`config.mk`:
```
export PLATFORM = sky130hd
export DESIGN_NAME = fetch_stage
export DESIGN_NICKNAME = d
export VERILOG_FILES = /design/src/rtl/fetch_stage.sv
export SDC_FILE = /design/constraint.sdc
export NUM_CORES = 2
export LEC_CHECK = 0
export ABC_AREA = 1
export BUFFER_PORTS_ARGS = -buffer_cell sky130_fd_sc_hd__buf_2
export CAP_MARGIN = 20
export CORE_UTILIZATION = 52
export CTS_BUF_LIST = sky130_fd_sc_hd__clkbuf_8 sky130_fd_sc_hd__clkbuf_16
export DETAILED_ROUTE_END_ITERATION = 16
export PLACE_DENSITY = 0.68
export SLEW_MARGIN = 0
export SYNTH_ARGS = -nofsm -noshare
export SYNTH_HDL_FRONTEND = slang
export SYNTH_SLANG_ARGS = --single-unit
```
`constraint.sdc`:
```
create_clock -name CLK -period 6.57 [get_ports CLK]
set_clock_uncertainty 0.05 [all_clocks]
set_input_delay 0.9855 -clock CLK [delete_from_list [all_inputs] [get_ports CLK]]
set_output_delay 0.9855 -clock CLK [all_outputs]
set_load 0.02 [all_outputs]
```
`src/rtl/fetch_stage.sv`:
```
// fetch_stage: PC, DEPTH-word instruction memory and IF/ID register for the 5-stage core.
// A boot loader fills imem in LOAD, then RUN fetches; define FETCH_PERF_EN for perf counters.
module fetch_stage #(
  parameter int unsigned AWL   = 6,
  parameter int unsigned DWL   = 32,
  parameter int unsigned DEPTH = 2 ** AWL
) (
  input  logic           CLK,
  input  logic           RST,
  input  logic           LdValid,
  input  logic [DWL-1:0] LdData,
  input  logic           LdLast,
  output logic           LdReady,
  output logic           Running,
  input  logic           Stall,
  input  logic           JumpD,
  input  logic [DWL-1:0] PCJumpD,
  input  logic           PCSelD,
  input  logic [DWL-1:0] PCBranchD,
  output logic [DWL-1:0] PCF,
  output logic [DWL-1:0] InstrD,
  output logic [DWL-1:0] PCp1D,
  output logic           ValidD
`ifdef FETCH_PERF_EN
  ,
  output logic [DWL-1:0] StallCnt,
  output logic [DWL-1:0] FlushCnt
`endif
);

  typedef enum logic [0:0] {StLoad, StRun} stateT;

  stateT          state;
  logic [AWL-1:0] ldPtr;
  logic [DWL-1:0] imem [DEPTH];
  logic [DWL-1:0] fetchWord;
  logic           ldAccept;
  logic           ldDone;

  assign ldAccept  = (state == StLoad) && LdValid;
  assign ldDone    = ldAccept && (LdLast || (ldPtr == AWL'(DEPTH - 1)));
  // Upper PC bits are dropped so fetch wraps modulo DEPTH.
  assign fetchWord = imem[PCF[AWL-1:0]];

  // Memory contents survive reset; only the loader writes them.
  always_ff @(posedge CLK) begin
    if (!RST && ldAccept) begin
      imem[ldPtr] <= LdData;
    end
  end

  always_ff @(posedge CLK) begin
    if (RST) begin
      state   <= StLoad;
      LdReady <= 1'b1;
      Running <= 1'b0;
      ldPtr   <= '0;
      PCF     <= '0;
      InstrD  <= '0;
      PCp1D   <= '0;
      ValidD  <= 1'b0;
    end else begin
      unique case (state)
        StLoad: begin
          if (ldAccept) begin
            ldPtr <= ldPtr + AWL'(1);
            if (ldDone) begin
              state   <= StRun;
              LdReady <= 1'b0;
              Running <= 1'b1;
            end
          end
        end
        StRun: begin
          // A stall also swallows any redirect; decode re-presents it afterwards.
          if (!Stall) begin
            if (JumpD) begin
              PCF    <= PCJumpD;
              InstrD <= '0;
              PCp1D  <= '0;
              ValidD <= 1'b0;
            end else if (PCSelD) begin
              PCF    <= PCBranchD;
              InstrD <= '0;
              PCp1D  <= '0;
              ValidD <= 1'b0;
            end else begin
              InstrD <= fetchWord;
              PCp1D  <= PCF + DWL'(1);
              ValidD <= 1'b1;
              PCF    <= PCF + DWL'(1);
            end
          end
        end
      endcase
    end
  end

`ifdef FETCH_PERF_EN
  always_ff @(posedge CLK) begin
    if (RST) begin
      StallCnt <= '0;
      FlushCnt <= '0;
    end else if (state == StRun) begin
      if (Stall) begin
        StallCnt <= StallCnt + DWL'(1);
      end else if (JumpD || PCSelD) begin
        FlushCnt <= FlushCnt + DWL'(1);
      end
    end
  end
`endif

endmodule

```
==> results by group <==
Status
  – Status: finished clean

Floorplanning
  – Starting Density: 52.59%
  – Die area: 0.1692 sq mm
  – Placeable core region: 0.1657 sq mm
  – Die extent in x: 411.4 um
  – Rows: 149
  – # IOs: 202
  – Die Y: 411.4 um

STA
  – Slew margin rel.: 18.34%
  – Maximum clock frequency: 256.7 MHz
  – Final setup TNS: 0 ns
  – Final Hold Fails: 0
  – Fin crit period: 3.896 ns
  – Hold slack: 0.3551 ns
  – Final setup margin: 2.674 ns
  – Worst-Margin Slew: 1.216 ns
  – Final setup fails: 0
  – Final Cycle Share: 59.30%
  – Fin. max-slew vios: 0
  – RSZ-0062 raised after global routing: no

CTS
  – Htree depth: 4
  – Cts hold-fix bufs: 0
  – Clock buffer depth: 3
  – Root Buffer: clkbuf_16
  – CTS tree: done
  – Clk pin slew, worst setup/hold paths: 0.06 ns
  – Setup Buffers After CTS: 0
  – PostCTS Resize Cnt: 0
  – Clk_lat worst skew: 0.86 ns
  – Num CTS Buffers: 212
  – Sink Count: 2160

Worst setup path
  – Req. time, crit path: 6.95 ns
  – CP peak stage delay: 1.07 ns
  – Critical path depth: 4
  – Crit path max-delay family: simple AND/OR/NAND/NOR gates
  – Setup Crit Path Kind: input pin to register
  – Worst path buffer plus inverter count: 2
  – CP Capture Type: register
  – CP arrival: 4.28 ns
  – Crit path cell chain: buf_4 > inv_1 > nand2_1 > nor2_4
  – Worst setup SP type: input pin
  – Worst R2R Path Depth: 6
  – Max stage delay cell, worst path: nor2_4
  – Max Fanout on Critical Path: 79

Synthesis
  – Syn Area/Cell: 11.67 sq um
  – Mapped cell area: 0.08715 sq mm
  – Syn nets: 7575
  – Top FF cell, synth: edfxtp_1
  – Gate Count Post-Synth: 7470
  – Post-synth cell types: 36
  – Register bit total from synthesis: 2160
  – Ys async rst share: 0%
  – Synth top area cells: edfxtp_1, nand3_1, nand2_1
  – Synth top area share: 70.56%
  – EDFF count, synth: 2048
  – Sequential share of the synthesized area: 73.14%
  – Syn. warnings: 0
  – Most area-hungry cell type in the Yosys netlist: edfxtp_1

Layout
  – Ratio of cells with drive above 1 in the final layout: 8.525%
  – Layout area overhead: 11.13%
  – Nets: 7579
  – Fill cell count: 13060

Placed design
  – Port Buf Inserts: 201
  – Detailed Place HPWL: 143500 um
  – GP Congestion: 0.9196
  – Dpl ws: 1.911 ns

Worst hold path
  – Hold depth: 1
  – Worst hold path class: input pin to register

Detailed routing
  – Final WL: 256800 um
  – Drt pass-1 iters: 8
  – Drt drc: 0
  – Via density: 6.005
  – Antenna viol nets, final: 0
  – 1st-iter DRT viols: 7938
  – Vias: 59180
  – Routed len/inst: 26.06 um

Pwr
  – LEAKAGE: 33.97 nW
  – Peak VDD IR: 0.2960 mV
  – Pwr dens: 296.6 mW/mm^2

GRT
  – Largest net degree at the start of global routing: 193
  – Total gr overflow: 0
  – Initial antenna violation count: 15
  – Global-route wire length before repair: 367500 um
  – Number of global-route vias before repair: 54080
  – Total GRT Usage: 29.83%

Job
  – Max-Cap Viols: 0
==> final timing paths <==
kind	start	slack, ns	to
hold / removal	LdData[15]	0.36	imem[57][15]
hold reg to reg	PCp1D[3]	0.41	PCp1D[3]
setup / recovery	RST	2.67	imem[39][4]
setup reg to reg	state	2.71	imem[57][5]
==> per-layer routing <==
metal  global-route usage (%)  vias up  part of all wire, %
met1                    40.73    29080                   39
met2                    46.40     3099                   47
met3                    6.709      504                   10
met5                        0        -                0.012
li1                         -    26490                    -
met4                    12.28        4                  4.3
==> placed cells by master (no fill, tap or decap), types with 79 or more instances in the layout <==
| cell | instances |
|---|---|
| buf_2 | 179 |
| a21oi_1 | 129 |
| dfxtp_1 | 106 |
| nand3_1 | 1948 |
| edfxtp_1 | 2048 |
| nand2_1 | 2395 |
| inv_1 | 105 |
| nor2_1 | 89 |
| buf_4 | 79 |
| clkbuf_16 | 212 |
==> state kept, by name, indices dropped and copies added (netlist names), named ones only <==
| register | count |
|---|---|
| InstrD | 32 |
| LdReady | 1 |
| PCF | 32 |
| PCp1D | 32 |
| Running | 1 |
| ValidD | 1 |
| imem | 2048 |
| ldPtr | 6 |
| state | 1 |
==> through the flow <==
| stage | std cells | power (mW) | area, sq um | util (%) |
|---|---|---|---|---|
| floorplan | 7470 | 16.29 | 87150 | - |
| global placement | 9439 | 17.15 | 89840 | 54.21 |
| detailed placement | 9441 | 17.17 | 89880 | 54.23 |
| CTS | 9841 | 28.79 | 96670 | 58.33 |
| global route | 9849 | 29.41 | 96840 | 58.43 |
| finish | 9855 | 28.72 | 96860 | 58.44 |
==> synthesized netlist by cell type, drive strengths merged, types with 3 or more instances <==
library cell,number
nor2,148
a21oi,129
edfxtp,2048
clkbuf,135
clkinv,3
xor2,18
dfxtp,112
nor4,8
nand4,14
buf,358
o21ai,63
nand3,1949
nor3,18
nand2,2395
inv,53
nand3b,3
==> where the power goes <==
group | switching (mW) | total, mW | internal (mW)
logic | 1.40 | 1.76 | 0.368
registers | 0.0624 | 15.2 | 15.1
clock network | 5.25 | 11.8 | 6.55
total | 6.71 | 28.7 | 22.0
==> final cells by class <==
| cell class | count | area [sq um] | area share [%] |
|---|---|---|---|
| multi-input combinational | 4761 | 21300 | 21.99 |
| sequential | 2160 | 63760 | 65.83 |
| clock buffer | 215 | 5346 | 5.520 |
| inverter | 56 | 249.0 | 0.2571 |
| tap | 2189 | 2739 | 2.828 |
| clock inverter | 185 | 1444 | 1.491 |
| antenna | 6 | 15.01 | 0.01550 |
| timing repair buffer | 283 | 2004 | 2.069 |
==> logic make-up after synthesis <==
| group | Yosys count | synth area share, % |
|---|---|---|
| AO/OA/AOI/OAI | 202 | 1.190 |
| XOR/XNOR | 20 | 0.2010 |
| flip-flops | 2160 | 73.14 |
| buffers and inverters | 549 | 2.966 |
| AND/OR/NAND/NOR | 4537 | 22.48 |
| adder cells (fa/ha/maj) | 2 | 0.02871 |
(Power assumes the default switching activity.)
